--- src/rtl/multicycle_ctrl.sv ---
// multicycle_ctrl -- control FSM for a multicycle RV32I-style datapath.
//
// Sequences FETCH -> DECODE -> EXEC -> (MEM) -> (WB) per instruction,
// drives the datapath enables for each step and counts retired
// instructions (one per PC update). Unsupported opcodes park the block
// in TRAP until reset.
//
// State table (state | meaning):
//   FETCH  (0) | request instruction fetch, load IR on mem_ready
//   DECODE (1) | latch opcode, check it is supported
//   EXEC   (2) | ALU step; branches resolve and update PC here
//   MEM    (3) | data load/store, held until mem_ready
//   WB     (4) | register writeback and PC update
//   TRAP   (7) | unsupported opcode, left only through reset
//   5, 6       | unused, return to FETCH
//
// Ports:
//   clk, rst         clock, synchronous active-high reset
//   instr_word[31:0] instruction register contents (opcode used in DECODE)
//   mem_ready        memory access complete (FETCH and MEM only)
//   branch_taken     branch compare result (EXEC only)
//   state_out[2:0]   current state encoding
//   mem_req, mem_we  memory request / write strobe
//   ir_we, pc_we     instruction register / PC write enables
//   pc_src[1:0]      0 = PC+4, 1 = PC+imm, 2 = ALU result
//   reg_we           register file write enable
//   wb_sel[1:0]      0 = ALU, 1 = memory data, 2 = PC+4
//   alu_src_b        0 = rs2, 1 = immediate
//   illegal          trap indicator
//   instret[31:0]    retired-instruction count
module multicycle_ctrl (
    input  logic        clk,
    input  logic        rst,
    input  logic [31:0] instr_word,
    input  logic        mem_ready,
    input  logic        branch_taken,
    output logic [2:0]  state_out,
    output logic        mem_req,
    output logic        mem_we,
    output logic        ir_we,
    output logic        pc_we,
    output logic [1:0]  pc_src,
    output logic        reg_we,
    output logic [1:0]  wb_sel,
    output logic        alu_src_b,
    output logic        illegal,
    output logic [31:0] instret
);

    typedef enum logic [2:0] {
        S_FETCH  = 3'd0,
        S_DECODE = 3'd1,
        S_EXEC   = 3'd2,
        S_MEM    = 3'd3,
        S_WB     = 3'd4,
        S_TRAP   = 3'd7
    } state_t;

    localparam logic [6:0] OP_R      = 7'b0110011;
    localparam logic [6:0] OP_I      = 7'b0010011;
    localparam logic [6:0] OP_LOAD   = 7'b0000011;
    localparam logic [6:0] OP_STORE  = 7'b0100011;
    localparam logic [6:0] OP_BRANCH = 7'b1100011;
    localparam logic [6:0] OP_LUI    = 7'b0110111;
    localparam logic [6:0] OP_AUIPC  = 7'b0010111;
    localparam logic [6:0] OP_JAL    = 7'b1101111;
    localparam logic [6:0] OP_JALR   = 7'b1100111;

    state_t      r_state;
    logic [6:0]  r_opcode;
    logic [31:0] r_instret;

    state_t      w_next_state;
    logic        w_mem_req;
    logic        w_mem_we;
    logic        w_ir_we;
    logic        w_pc_we;
    logic [1:0]  w_pc_src;
    logic        w_reg_we;
    logic [1:0]  w_wb_sel;
    logic        w_alu_src_b;
    logic        w_illegal;
    logic        w_legal;
    logic        w_alu_imm;
    logic        w_is_store;

    // Only the opcode field matters to control.
    logic w_unused;
    assign w_unused = ^instr_word[31:7];

    always_comb begin
        w_legal = 1'b0;
        case (instr_word[6:0])
            OP_R, OP_I, OP_LOAD, OP_STORE, OP_BRANCH,
            OP_LUI, OP_AUIPC, OP_JAL, OP_JALR: w_legal = 1'b1;
            default:                           w_legal = 1'b0;
        endcase
    end

    // Register-register ALU ops and branch compares take rs2; all else imm.
    assign w_alu_imm  = (r_opcode != OP_R) && (r_opcode != OP_BRANCH);
    assign w_is_store = (r_opcode == OP_STORE);

    always_comb begin
        w_next_state = S_FETCH;
        w_mem_req    = 1'b0;
        w_mem_we     = 1'b0;
        w_ir_we      = 1'b0;
        w_pc_we      = 1'b0;
        w_pc_src     = 2'd0;
        w_reg_we     = 1'b0;
        w_wb_sel     = 2'd0;
        w_alu_src_b  = 1'b0;
        w_illegal    = 1'b0;
        case (r_state)
            S_FETCH: begin
                w_mem_req = 1'b1;
                if (mem_ready) begin
                    w_ir_we      = 1'b1;
                    w_next_state = S_DECODE;
                end else begin
                    w_next_state = S_FETCH;
                end
            end
            S_DECODE: begin
                w_next_state = w_legal ? S_EXEC : S_TRAP;
            end
            S_EXEC: begin
                w_alu_src_b = w_alu_imm;
                case (r_opcode)
                    OP_LOAD, OP_STORE: w_next_state = S_MEM;
                    OP_BRANCH: begin
                        w_pc_we      = 1'b1;
                        w_pc_src     = {1'b0, branch_taken};
                        w_next_state = S_FETCH;
                    end
                    default: w_next_state = S_WB;
                endcase
            end
            S_MEM: begin
                w_mem_req   = 1'b1;
                w_mem_we    = w_is_store;
                w_alu_src_b = w_alu_imm;
                if (mem_ready) begin
                    if (w_is_store) begin
                        w_pc_we      = 1'b1;
                        w_next_state = S_FETCH;
                    end else begin
                        w_next_state = S_WB;
                    end
                end else begin
                    w_next_state = S_MEM;
                end
            end
            S_WB: begin
                w_reg_we = 1'b1;
                w_pc_we  = 1'b1;
                case (r_opcode)
                    OP_LOAD: w_wb_sel = 2'd1;
                    OP_JAL: begin
                        w_wb_sel = 2'd2;
                        w_pc_src = 2'd1;
                    end
                    OP_JALR: begin
                        w_wb_sel = 2'd2;
                        w_pc_src = 2'd2;
                    end
                    default: w_wb_sel = 2'd0;
                endcase
                w_next_state = S_FETCH;
            end
            S_TRAP: begin
                w_illegal    = 1'b1;
                w_next_state = S_TRAP;
            end
            default: w_next_state = S_FETCH;
        endcase
    end

    always_ff @(posedge clk) begin
        if (rst) begin
            r_state   <= S_FETCH;
            r_opcode  <= 7'd0;
            r_instret <= 32'd0;
        end else begin
            r_state <= w_next_state;
            if (r_state == S_DECODE) begin
                r_opcode <= instr_word[6:0];
            end
            if (w_pc_we) begin
                r_instret <= r_instret + 32'd1;
            end
        end
    end

    // Reset blanks every output immediately, so an access in flight is
    // dropped in the same cycle reset is seen.
    assign state_out = rst ? 3'd0  : r_state;
    assign mem_req   = w_mem_req   & ~rst;
    assign mem_we    = w_mem_we    & ~rst;
    assign ir_we     = w_ir_we     & ~rst;
    assign pc_we     = w_pc_we     & ~rst;
    assign pc_src    = rst ? 2'd0  : w_pc_src;
    assign reg_we    = w_reg_we    & ~rst;
    assign wb_sel    = rst ? 2'd0  : w_wb_sel;
    assign alu_src_b = w_alu_src_b & ~rst;
    assign illegal   = w_illegal   & ~rst;
    assign instret   = rst ? 32'd0 : r_instret;

endmodule

--- config.mk ---
export PLATFORM = sky130hd
export DESIGN_NAME = multicycle_ctrl
export DESIGN_NICKNAME = d
export VERILOG_FILES = /design/src/rtl/multicycle_ctrl.sv
export SDC_FILE = /design/constraint.sdc
export NUM_CORES = 1
export LEC_CHECK = 0
export CAP_MARGIN = 10
export CORE_ASPECT_RATIO = 0.9
export CORE_MARGIN = 2
export CORE_UTILIZATION = 45
export CTS_CLUSTER_DIAMETER = 30
export CTS_CLUSTER_SIZE = 20
export DETAILED_ROUTE_END_ITERATION = 8
export GPL_TIMING_DRIVEN = 0
export PLACE_DENSITY = 0.77
export SETUP_SLACK_MARGIN = 0.15
export SYNTH_ARGS = -nofsm -noshare
export SYNTH_HDL_FRONTEND = slang
export SYNTH_SLANG_ARGS = --single-unit
--- constraint.sdc ---
create_clock -name clk -period 6.7 [get_ports clk]
set_input_delay 2.01 -clock clk [delete_from_list [all_inputs] [get_ports clk]]
set_output_delay 2.01 -clock clk [all_outputs]
set_load 0.005 [all_outputs]
Yosys cells after proc, flatten, opt, wreduce, memory -nomap -nowiden
Index checks and enable logic that the tools add are counted.
- word-level logic and storage cells: 67
- flip-flop bits (word level): 42
- reduce and logical (&&, ||, !) cells: 7
- multiplexer cells: 27
- eq/ne operators: 21
- bitwise gates (word level): 8
- add/subtract/negate cells: 1
- operator list (operator ; number):
    7-bit equality test, second input constant ; 6
    32-bit by 1-bit adder with 32-bit output, second input constant ; 1
    32-bit 2-to-1 mux ; 1
    7-bit by 6-bit equality test with 1-bit output, second input constant ; 4
    3-bit one-hot mux with 5 select lines ; 1
    7-bit by 2-bit equality test with 1-bit output, second input constant ; 2
    7-bit by 5-bit equality test with 1-bit output, second input constant ; 2
    1-bit 2-to-1 mux ; 13
    3-bit 2-to-1 mux ; 4
    2-bit one-hot mux with 2 select lines ; 3
    9-bit OR reduction ; 1
    2-bit OR reduction ; 4
    1-bit AND ; 7
    7-bit by 6-bit != test with 1-bit output, second input constant ; 1
    7-bit != test, second input constant ; 1
    3-bit by 2-bit equality test with 1-bit output, second input constant ; 2
    3-bit equality test, second input constant ; 2
    2-bit 2-to-1 mux ; 3
    3-bit one-hot mux with 2 select lines ; 1
    3-bit by 1-bit equality test with 1-bit output, second input constant ; 1
    3-bit zero test ; 1
    1-bit one-hot mux with 3 select lines ; 1
    1-bit logical AND ; 1
    1-bit NOT ; 1

Longest topological paths before layout
Gate-level depths: netlist of run 1.
- depth after elaboration: 5
- depth in mapped cells: 7
- gate-level depth less buffers: 5

Least setup slack after synthesis of run 1
Ideal clock, no wire load.
- path kind: input to output
- start point: in rst
- end point: out ir_we
- stages: 5
- arrival: 3.225 ns
- setup slack: 1.465 ns
- buffers on the path: 4
- path through: clkbuf_1 > clkbuf_1 > buf_1 > clkbuf_1 > nor2_1
- word-level cells in the longest chain between the ends: 2
- ends and longest elaborated chain (what ; line ; source):
    start, declared ; 33 ; input logic rst,
    1-bit NOT ; 201 ; assign ir_we = w_ir_we & ~rst;
    1-bit AND ; 201 ;
    end, declared ; 40 ; output logic ir_we,
Every way passes these cells.

Worst setup path in the final report of run 1
- start point: in rst
- end point: out pc_we
- word-level cells in the longest chain between the ends: 2
- ends and longest elaborated chain (what ; line ; source):
    1-bit NOT ; 202 ; assign pc_we = w_pc_we & ~rst;
    1-bit AND ; 202 ;
    end, declared ; 41 ; output logic pc_we,
Every way passes these cells.

==> summary.md, run 1 <==
| Metric | Value |
|---|---|
| Unrepaired setup endpoints after global routing | no |
| Warnings, synthesis | 0 |
| Hold Path Class | flip-flop to flip-flop |
| Arrival @ worst endpoint | 4.17 ns |
| CTS Sinks | 42 |
| Post-CTS Resized | 0 |
| Crit. End Element | primary output |
| DR WL/cell | 15.4 um |
| Top FF cell, synth | dfxtp_1 |
| Syn Area/Cell | 8.88 um2 |
| CTS buffer count | 5 |
| Kind of critical path | input port to primary output |
| Setup Fix Bufs, Post-CTS | 0 |
| TritonCTS clock tree | yes |
| Antenna Cells | 0 |
| Nets | 414 |
| DRC | 0 |
| Clock power share | 0.333 |
| Drt total wl | 6940 um |
| Share of power burned in registers | 0.455 |
| Sw Share | 0.282 |
| Maximum clock path buffer count | 2 |
| P_sw | 0.000168 W |
| Setup WS post-layout | 0.525 ns |
| Commonest cells after routing, fill and taps aside | 55 x clkdlybuf4s50_1, 42 x nor2_1, 42 x dfxtp_1 |
| CORE AREA | 6050 um2 |
| DIE HEIGHT | 78.8 um |
| WHS Path Cells | 2 |
| Pre-antenna DRT Iters | 5 |
| Gate power share | 0.212 |
| Worst Tran Pin Value | 0.509 ns |
| Layout Area Growth over Synthesis | 26.8% |
| Placed cells | 442 |
| Crit path max fanout | 10 |
| Row count | 27 |
| Die Area | 6860 um2 |
| Total Routing Usage GR | 0.204 |
| Layout cell share with drive strength beyond 1 | 0.111 |
| Root buf cell | clkbuf_8 |
| Skew final | 0.00888 ns |
| Bufs and invs on worst path | 5 |
| Total grt overflow | 0 |
| Power per standard cell area | 168 nW/um2 |
| Syn_nets | 352 |
| Layout Cells excl Fill | 450 |
| Yosys reg bits | 42 |
| Syn Std Cell Area | 2800 um2 |
| Most common cell after layout, fill and taps aside | clkdlybuf4s50_1 |
| Reported max-cap violation count | 0 |
| Antenna violations before repair | 0 |
| I/O pin cnt | 82 |
| Critical path depth | 6 |
| Peak Freq | 0.162 GHz |
| DRT iter0 DRCs | 220 |
| Register area share after synthesis | 0.301 |
| Post-synth ARST share | 0 |
| Number of synthesized flops with an enable pin | 0 |
| P_int | 0.000426 W |
| Library cells used by synthesis | 52 |
| Cell leakage power | 1.29 nW |
| Vias in the first global route | 2417 |
| Via density | 5.70 |
| Hpwl dp | 5040 um |
| Worst reg-to-reg path cell count | 5 |
| Slowest cell on the critical path | clkdlybuf4s50_1 |
| Vias | 2564 |
| Tcrit/Tclk final | 0.922 |
| CP required | 4.69 ns |
| Chip Width | 87.1 um |
| Final setup viols | 0 |
| Setup TNS | 0 ns |
| Pin count of the biggest net entering global routing | 13 |
| # hold bufs at CTS | 0 |
| DRT antenna net count | 0 |
| Worst path cell trace | clkbuf_1 -> clkbuf_1 -> clkbuf_2 -> clkbuf_1 -> a21oi_1 -> clkdlybuf4s50_1 |
| CP top delay family | buffers and inverters |
| Gate Count Post-Synth | 315 |
| CTS clk-pin slew, worst paths | 0.07 ns |
| Starting Density | 0.462 |
| GP Congestion | 0.851 |
| Status | completed |
| Setup WS pre-CTS | 0.384 ns |
| Startpoint class of the critical path | input port |
| Clock Latency Late Sink | 0.29 ns |
| Final hold vios | 0 |
| Peak supply drop | 0.103 mV |
| Max Transition Viols Final | 0 |
| Worst path max stage delay | 0.48 ns |
| # port buffers | 55 |
| Worst slew margin | 0.661 |
| First-pass GRT wire length | 11500 um |
| CP most frequent cell | clkbuf_1 |
| Minimum clock period | 6.18 ns |
| H-tree levels | 2 |
-- area by class of cell --
cell class | instances | area (um2)
tap | 72 | 90.1
fill | 517 | 2500
multi-input combinational | 242 | 1800
inverter | 6 | 22.5
clock buffer | 7 | 76.3
timing repair buffer | 55 | 551
sequential | 42 | 841
clock inverter | 1 | 30.0
buffer | 25 | 135
-- per-stage QoR --
stage,power [W],hold WS (ns),cell area [um2],utilization
floorplan,0.000359,0.474,2800,-
finish,0.000594,0.523,3540,0.586
global placement,0.000397,0.488,3440,0.568
CTS,0.000599,0.530,3540,0.586
global route,0.000623,0.556,3540,0.586
detailed placement,0.000400,0.509,3440,0.568
-- Yosys cell counts, types with 2 or more instances --
library cell	number	area, um2
dfxtp_1	42	841
nor2_1	42	158
nor2b_1	35	219
mux2_1	29	327
nand2_1	20	75.1
nand3_1	14	70.1
clkbuf_1	11	41.3
a21oi_1	9	45.0
a211oi_1	8	60.1
buf_2	8	40.0
a2111oi_2	7	105
mux2i_1	7	70.1
nand4_1	7	43.8
inv_1	6	22.5
a31oi_1	5	31.3
and4_1	5	43.8
a2111oi_4	4	110
and3_1	4	25.0
nor3_1	4	20.0
buf_6	3	33.8
nand2b_1	3	18.8
o21ai_0	3	15.0
a211oi_2	2	25.0
a21boi_0	2	15.0
a21o_1	2	15.0
and2_1	2	12.5
buf_4	2	15.0
nand4_4	2	42.5
nor3b_2	2	25.0
o211ai_1	2	15.0
o21ai_1	2	10.0
-- power by group through the flow --
stage	registers, W	logic (W)	clock network (W)
after floorplan	0.000273	0.0000861	0
after global placement	0.000275	0.000122	0
after detailed placement	0.000276	0.000124	0
after CTS	0.000270	0.000125	0.000204
after global routing	0.000272	0.000138	0.000213
final	0.000270	0.000126	0.000198
-- layer usage --
| layer | vias to the layer above | global-route usage | part of all wire |
|---|---|---|---|
| li1 | 1252 | - | - |
| met1 | 1221 | 0.292 | 0.47 |
| met2 | 87 | 0.324 | 0.48 |
| met3 | 4 | 0.0208 | 0.049 |
| met4 | 0 | 0.0615 | 0.0075 |
| met5 | - | 0 | 0 |
-- state kept, by name, indices dropped and copies added, names as in the netlist --
register and cells:
r_opcode 7, r_instret 32, r_state 3
-- final timing paths --
| kind | start | slack [ns] | end |
|---|---|---|---|
| setup / recovery | rst | 0.52 | pc_we |
| hold / removal | r_opcode[1]$_SDFFE_PP0P_ | 0.52 | r_opcode[1]$_SDFFE_PP0P_ |
| hold reg to reg | r_opcode[1]$_SDFFE_PP0P_ | 0.52 | r_opcode[1]$_SDFFE_PP0P_ |
| setup reg to reg | r_instret[0]$_SDFFE_PP0P_ | 4.59 | r_instret[28]$_SDFFE_PP0P_ |
-- tightest hold or removal path, stage by stage (launching register included) --
cell and delay [ns]:
dfxtp_1 0.35, mux2i_1 0.07, nor2_1 0.07
-- cell families after synthesis --
family                   count (synthesis)  synth area share
buffers and inverters                   31            0.0559
AND/OR/NAND/NOR                        152             0.312
XOR/XNOR                                 1           0.00313
flip-flops                              42             0.301
adder cells (fa/ha/maj)                  1           0.00447
AO/OA/AOI/OAI                           52             0.182
multiplexers                            36             0.142
Note: power is estimated with default switching activity, not from simulation.
==> run 2, diff against run 1 <==
Settings changed: CORE_UTILIZATION 45 to 35, PLACE_DENSITY 0.77 to unset.
==> run 2 against run 1 <==
Compared with the run above: cell count up 5.3%; maximum frequency down 2.1%; global-route usage down 3.4 points; largest power group unchanged; highest routed layer unchanged.
==> summary.md, run 2 (synthesis gave the netlist of run 1 again) <==
| Metric | Value |
|---|---|
| Antenna Cells | 0 (unchanged) |
| DRC | 0 (unchanged) |
| Unrepaired setup endpoints after global routing | no |
| Largest register FFs | 32 (unchanged) |
| Peak supply drop | 0.0829 mV (-19%) |
| Setup Fix Bufs, Post-CTS | 0 (unchanged) |
| # port buffers | 55 (unchanged) |
| Final core utilization | 0.467 (-0.119) |
| Hpwl dp | 5260 um (+4.4%) |
| Worst slew margin | 0.607 (-0.0539) |
| Most common cell after layout, fill and taps aside | clkdlybuf4s50_1 |
| Reported max-cap violation count | 0 (unchanged) |
| DRT antenna net count | 0 (unchanged) |
| Via density | 5.32 (-6.6%) |
| Peak Freq | 0.159 GHz (-2.1%) |
| CP required | 4.69 ns (about the same) |
| RR Startpoint | r_instret[0]$_SDFFE_PP0P_ |
| Row count | 30 (+11%) |
| First-pass GRT wire length | 12200 um (+6.2%) |
| Nets | 414 (unchanged) |
| Arrival @ worst endpoint | 4.30 ns (+0.13 ns) |
| Hold Path Class | flip-flop to flip-flop |
| Kind of critical path | input port to primary output |
| Die Area | 8720 um2 (+27%) |
| Final setup viols | 0 (unchanged) |
| DRT iter0 DRCs | 95 (-57%) |
| Biggest register | r_instret |
| H-tree levels | 2 (unchanged) |
| Total Routing Usage GR | 0.171 (-0.0338) |
| Power per standard cell area | 165 nW/um2 (-1.3%) |
| Layout cell share with drive strength beyond 1 | 0.116 (+0.00529) |
| Layout Area Growth over Synthesis | 28.0% |
| Status | completed |
| # hold bufs at CTS | 0 (unchanged) |
| Commonest cells after routing, fill and taps aside | 55 x clkdlybuf4s50_1, 42 x nor2_1, 42 x dfxtp_1 |
| Maximum clock path buffer count | 2 (unchanged) |
| Worst Tran Pin Value | 0.590 ns (+0.0809 ns) |
| Antenna violations before repair | 0 (unchanged) |
| Worst Hold End | r_opcode[1]$_SDFFE_PP0P_ |
| CTS buffer count | 5 (unchanged) |
| I/O pin cnt | 82 (unchanged) |
| GP Congestion | 0.846 (-0.56%) |
| Total grt overflow | 0 (unchanged) |
| Starting Density | 0.365 (-0.0972) |
| Tcrit/Tclk final | 0.942 (+0.0199) |
| Crit path max fanout | 10 (unchanged) |
| Vias in the first global route | 2391 (-1.1%) |
| CTS Sinks | 42 (unchanged) |
| Chip Width | 98.2 um (+13%) |
| Worst reg-to-reg path cell count | 5 (unchanged) |
| Drt total wl | 7210 um (+3.9%) |
| Pin count of the biggest net entering global routing | 13 (unchanged) |
| Crit. End Element | primary output |
| FF-to-FF setup slack | 4.63 ns (+0.04 ns) |
| Vias | 2522 (-1.6%) |
| Pre-antenna DRT Iters | 4 (-1) |
| Skew final | 0.00425 ns (-0.00463 ns) |
| Root buf cell | clkbuf_8 |
| Clock Latency Late Sink | 0.30 ns (about the same) |
| Cell leakage power | 1.29 nW (+0.39%) |
| WHS Path Cells | 2 (unchanged) |
| CTS clk-pin slew, worst paths | 0.08 ns (about the same) |
| DR WL/cell | 15.2 um (-1.3%) |
| Critical hold path startpoint | r_opcode[1]$_SDFFE_PP0P_ |
| Final hold vios | 0 (unchanged) |
| TritonCTS clock tree | yes |
| Worst r2r dst | r_instret[28]$_SDFFE_PP0P_ |
| CORE AREA | 7660 um2 (+27%) |
| DIE HEIGHT | 88.8 um (+13%) |
| Biggest regs | r_instret (32), r_opcode (7), r_state (3) |
| Max Transition Viols Final | 0 (unchanged) |
| Setup TNS | 0 ns (unchanged) |
| Startpoint class of the critical path | input port |
| Minimum clock period | 6.31 ns (+0.133 ns) |
-- run 2: power by group --
group	leakage [nW]	switching [W]	internal [W]
sequential	0.339	0.00000985	0.000260
clock	0.0575	0.0000922	0.000104
combinational	0.895	0.0000709	0.0000548
-- run 2: layer usage --
layer  up-vias  track usage  share of wire
met5         -            0              0
met4         0       0.0473          0.012
met3         9       0.0300          0.043
met2        52        0.267           0.45
met1      1199        0.244           0.50
li1       1262            -              -
-- run 2: what timing repair did --
item                                    4_1_cts  5_1_grt
endpoints found under the hold margin         0        0
gates resized for setup                       0        1
endpoints found under the setup margin        0        3
-- run 2: cell type report --
cell class | instances | area [um2]
Multi-Input combinational cell | 242 | 1800
Sequential cell | 42 | 841
Clock buffer | 8 | 110
Tap cell | 96 | 120
Fill cell | 775 | 4080
Buffer | 25 | 135
Inverter | 6 | 22.5
Timing Repair Buffer | 55 | 551
-- run 2: critical path, cell delays in order --
cell             delay [ns]
clkbuf_1               0.44
clkbuf_1               0.47
clkbuf_2               0.38
clkbuf_1               0.43
a21oi_1                0.10
clkdlybuf4s50_1        0.47
-- run 2: worst max-delay path by stage --
stage | from | endpoint | slack [ns]
final | rst | pc_we | 0.39
after CTS | rst | pc_src[0] | 0.21
after detailed placement | rst | pc_src[0] | 0.21
after global placement | rst | pc_we | 0.20
after global routing | rst | ir_we | 0.28
after floorplan | rst | ir_we | 1.47
-- run 2: metrics by stage --
| step | cell area [um2] | total power, W | instances | setup WS [ns] | hold slack (ns) |
|---|---|---|---|---|---|
| 6_report | 3580 | 0.000592 | 474 | 0.392 | 0.524 |
| 5_1_grt | 3580 | 0.000622 | 474 | 0.280 | 0.569 |
| 4_1_cts | 3580 | 0.000598 | 474 | 0.210 | 0.527 |
| 3_5_place_dp | 3470 | 0.000401 | 466 | 0.211 | 0.510 |
| 3_3_place_gp | 3470 | 0.000399 | 466 | 0.199 | 0.495 |
| 2_1_floorplan | 2800 | 0.000359 | 315 | 1.47 | 0.474 |
==> variant (settings of run 1) <==
Make the reset (`rst`) asynchronous in one clocked block. Comments in the files are not updated.
--- a/src/rtl/multicycle_ctrl.sv
+++ b/src/rtl/multicycle_ctrl.sv
@@ -177,7 +177,7 @@
         endcase
     end
 
-    always_ff @(posedge clk) begin
+    always_ff @(posedge clk or posedge rst) begin
         if (rst) begin
             r_state   <= S_FETCH;
             r_opcode  <= 7'd0;
Behaviour: no difference found for any inputs over 10 cycles, from zero or initial values and one cycle with rst high; that may be too few to reach the edited logic, so the function may still have changed.
==> variant against run 1 <==
Critical path depth unchanged; setup slack better by 0.14 ns; die area down 14%; routed wire length down 22%; cell area down 12%; synthesized area down 15%; non-clock buffer count down 15; sequential cell count unchanged; largest cell class unchanged.
Power is not compared: it rests on default switching activity, and its combinational part moved more than twofold at a synthesized area within 25%.
==> variant: results (changes against run 1) <==
synth_cell_type_count: 40  # -23%
cp_max_fo: 5  # -5
syn-num-nets: 286  # -19%
worst-endpoint-arrival_ns: 4.02  # -0.15 ns
clk-insertion-delay-late_ns: 0.30
yosys.area.top_type_share_pct: 44.2  # +14 points
global_route_wire_length_before_repair_mm: 8.83  # -23%
synth_seq_area_share_pct: 44.2  # +14 points
timing.critical_path.to: "pc_we"
num_antenna_cells: 0  # unchanged
top_registers: "r_instret: 32 flops, r_opcode: 7 flops, r_state: 3 flops"
grt_start_max_net_pins: 43  # +30
worst_r2r_startpoint: "r_opcode[3]"
clock_skew_ns: 0.00720  # -0.00168 ns
ir_drop_mv: 0.129
htree_num_levels: 2  # unchanged
synth-async-reset-ratio_pct: 100  # +100 points
numPortBuffers: 56  # +1.8%
number_of_buffers_inserted_by_post_cts_setup_repair: 0  # unchanged
grt_pass1_vias: 1815  # -25%
stdcell_count: 380  # -16%
hold_path.class: "reg2reg"
critical_path.startpoint: "mem_ready"
total_routing_usage_reported_by_global_routing_pct: 19.7  # -0.73 points
tightestPinTransition_ns: 0.839  # +0.330 ns
layout.nets: 349  # -16%
number_of_optimization_iterations_in_the_first_detailed_route_pass: 4  # -1
clock-root-buffer: "clkbuf_8"
drtIter0Drc: 175  # -20%
drive_gt1_share_pct: 6.71  # -4.4 points
syn_inst: 249  # -21%
last_weighted_congestion_value_of_the_routability_driven_placer: 0.837  # -1.6%
total_clock_buffers_created_by_cts: 5  # unchanged
post_drt_via_cell_ratio: 5.26  # -7.7%
dp.final_hpwl_mm: 3.96  # -21%
grt_antenna_before_repair: 0  # unchanged
yosys_warnings: 0  # unchanged
total_leakage_power_nw: 1.27
ys_top_cells_by_count: "42 x dfrtp_1, 34 x nor2b_1, 22 x nand2_1"
setup_slack_reg_to_reg_ns: 4.34  # -0.25 ns
timing.rr.end: "r_instret[17]"
worst-r2r-cell-count: 5  # unchanged
placedCellCount: 372  # -16%
cts.repair.resized: 0  # unchanged
outcome: "completed"
wire_per_inst_microns: 14.2  # -7.9%
fillerInstances: 456  # -12%
cells_taking_the_most_area_after_synthesis: "dfrtp_1 44%, nor2b_1 8.9%, xnor2_1 7.7%, xor2_1 4.1%, nand3_1 3.8%"
variant: per-layer routing:
metal  wire length [microns]  vias up  global-route usage [%]
met5                       0        -                       0
met4                      37        0                    4.52
met3                     334        5                    4.95
met2                    2340       60                    29.0
met1                    2680      957                    29.4
li1                        -      977                       -
variant: cells by family after synthesis:
| kind of cell | after synthesis | share of synthesized area (%) |
|---|---|---|
| xor+xnor | 32 | 11.8 |
| compound gates | 16 | 6.21 |
| flops | 42 | 44.2 |
| mux | 8 | 3.79 |
| fa+ha+maj | 1 | 0.526 |
| simple gates | 131 | 30.4 |
| buf+inv | 19 | 3.11 |
variant: worst min-delay path by stage:
stage                     depth (start not counted)       endpoint  slack [ns]          start
after CTS                                         1  r_instret[27]        0.48  r_instret[27]
after global routing                              1  r_instret[29]        0.50  r_instret[29]
after global placement                            1  r_instret[27]        0.46  r_instret[27]
final                                             1  r_instret[31]        0.48  r_instret[31]
after detailed placement                          1  r_instret[27]        0.46  r_instret[27]
after floorplan                                   1  r_instret[31]        0.44  r_instret[31]
variant: power by group:
part / internal (W) / switching [W]
logic: 0.000143 / 0.000144
clock network: 0.000111 / 0.0000840
registers: 0.000299 / 0.0000559
variant: cell type report:
cell class	instances	area share, %
repair buffers	56	17.9
well taps	67	2.68
flip-flops and latches	42	33.6
plain buffers	9	1.16
multi-input cells	188	40.0
inverters	10	1.20
clock buffers	7	2.44
clock inverters	1	0.960
variant: worst max-delay path, stage by stage:
cell and delay, ns:
clkdlybuf4s50_1 0.49, nand3b_1 0.16, a2111oi_4 0.47, nor2_1 0.20, nor2_1 0.17, clkdlybuf4s50_1 0.52
variant: through the flow:
step                      setup slack (ns)  power (W)  util [%]  instance area, sq um
after detailed placement             0.718   0.000643      58.5                  3020
after floorplan                       1.86   0.000542         -                  2380
after global placement               0.707   0.000635      58.5                  3020
after CTS                            0.680   0.000841      60.6                  3130
after global routing                 0.505   0.000892      60.6                  3130
final                                0.666   0.000838      60.6                  3130
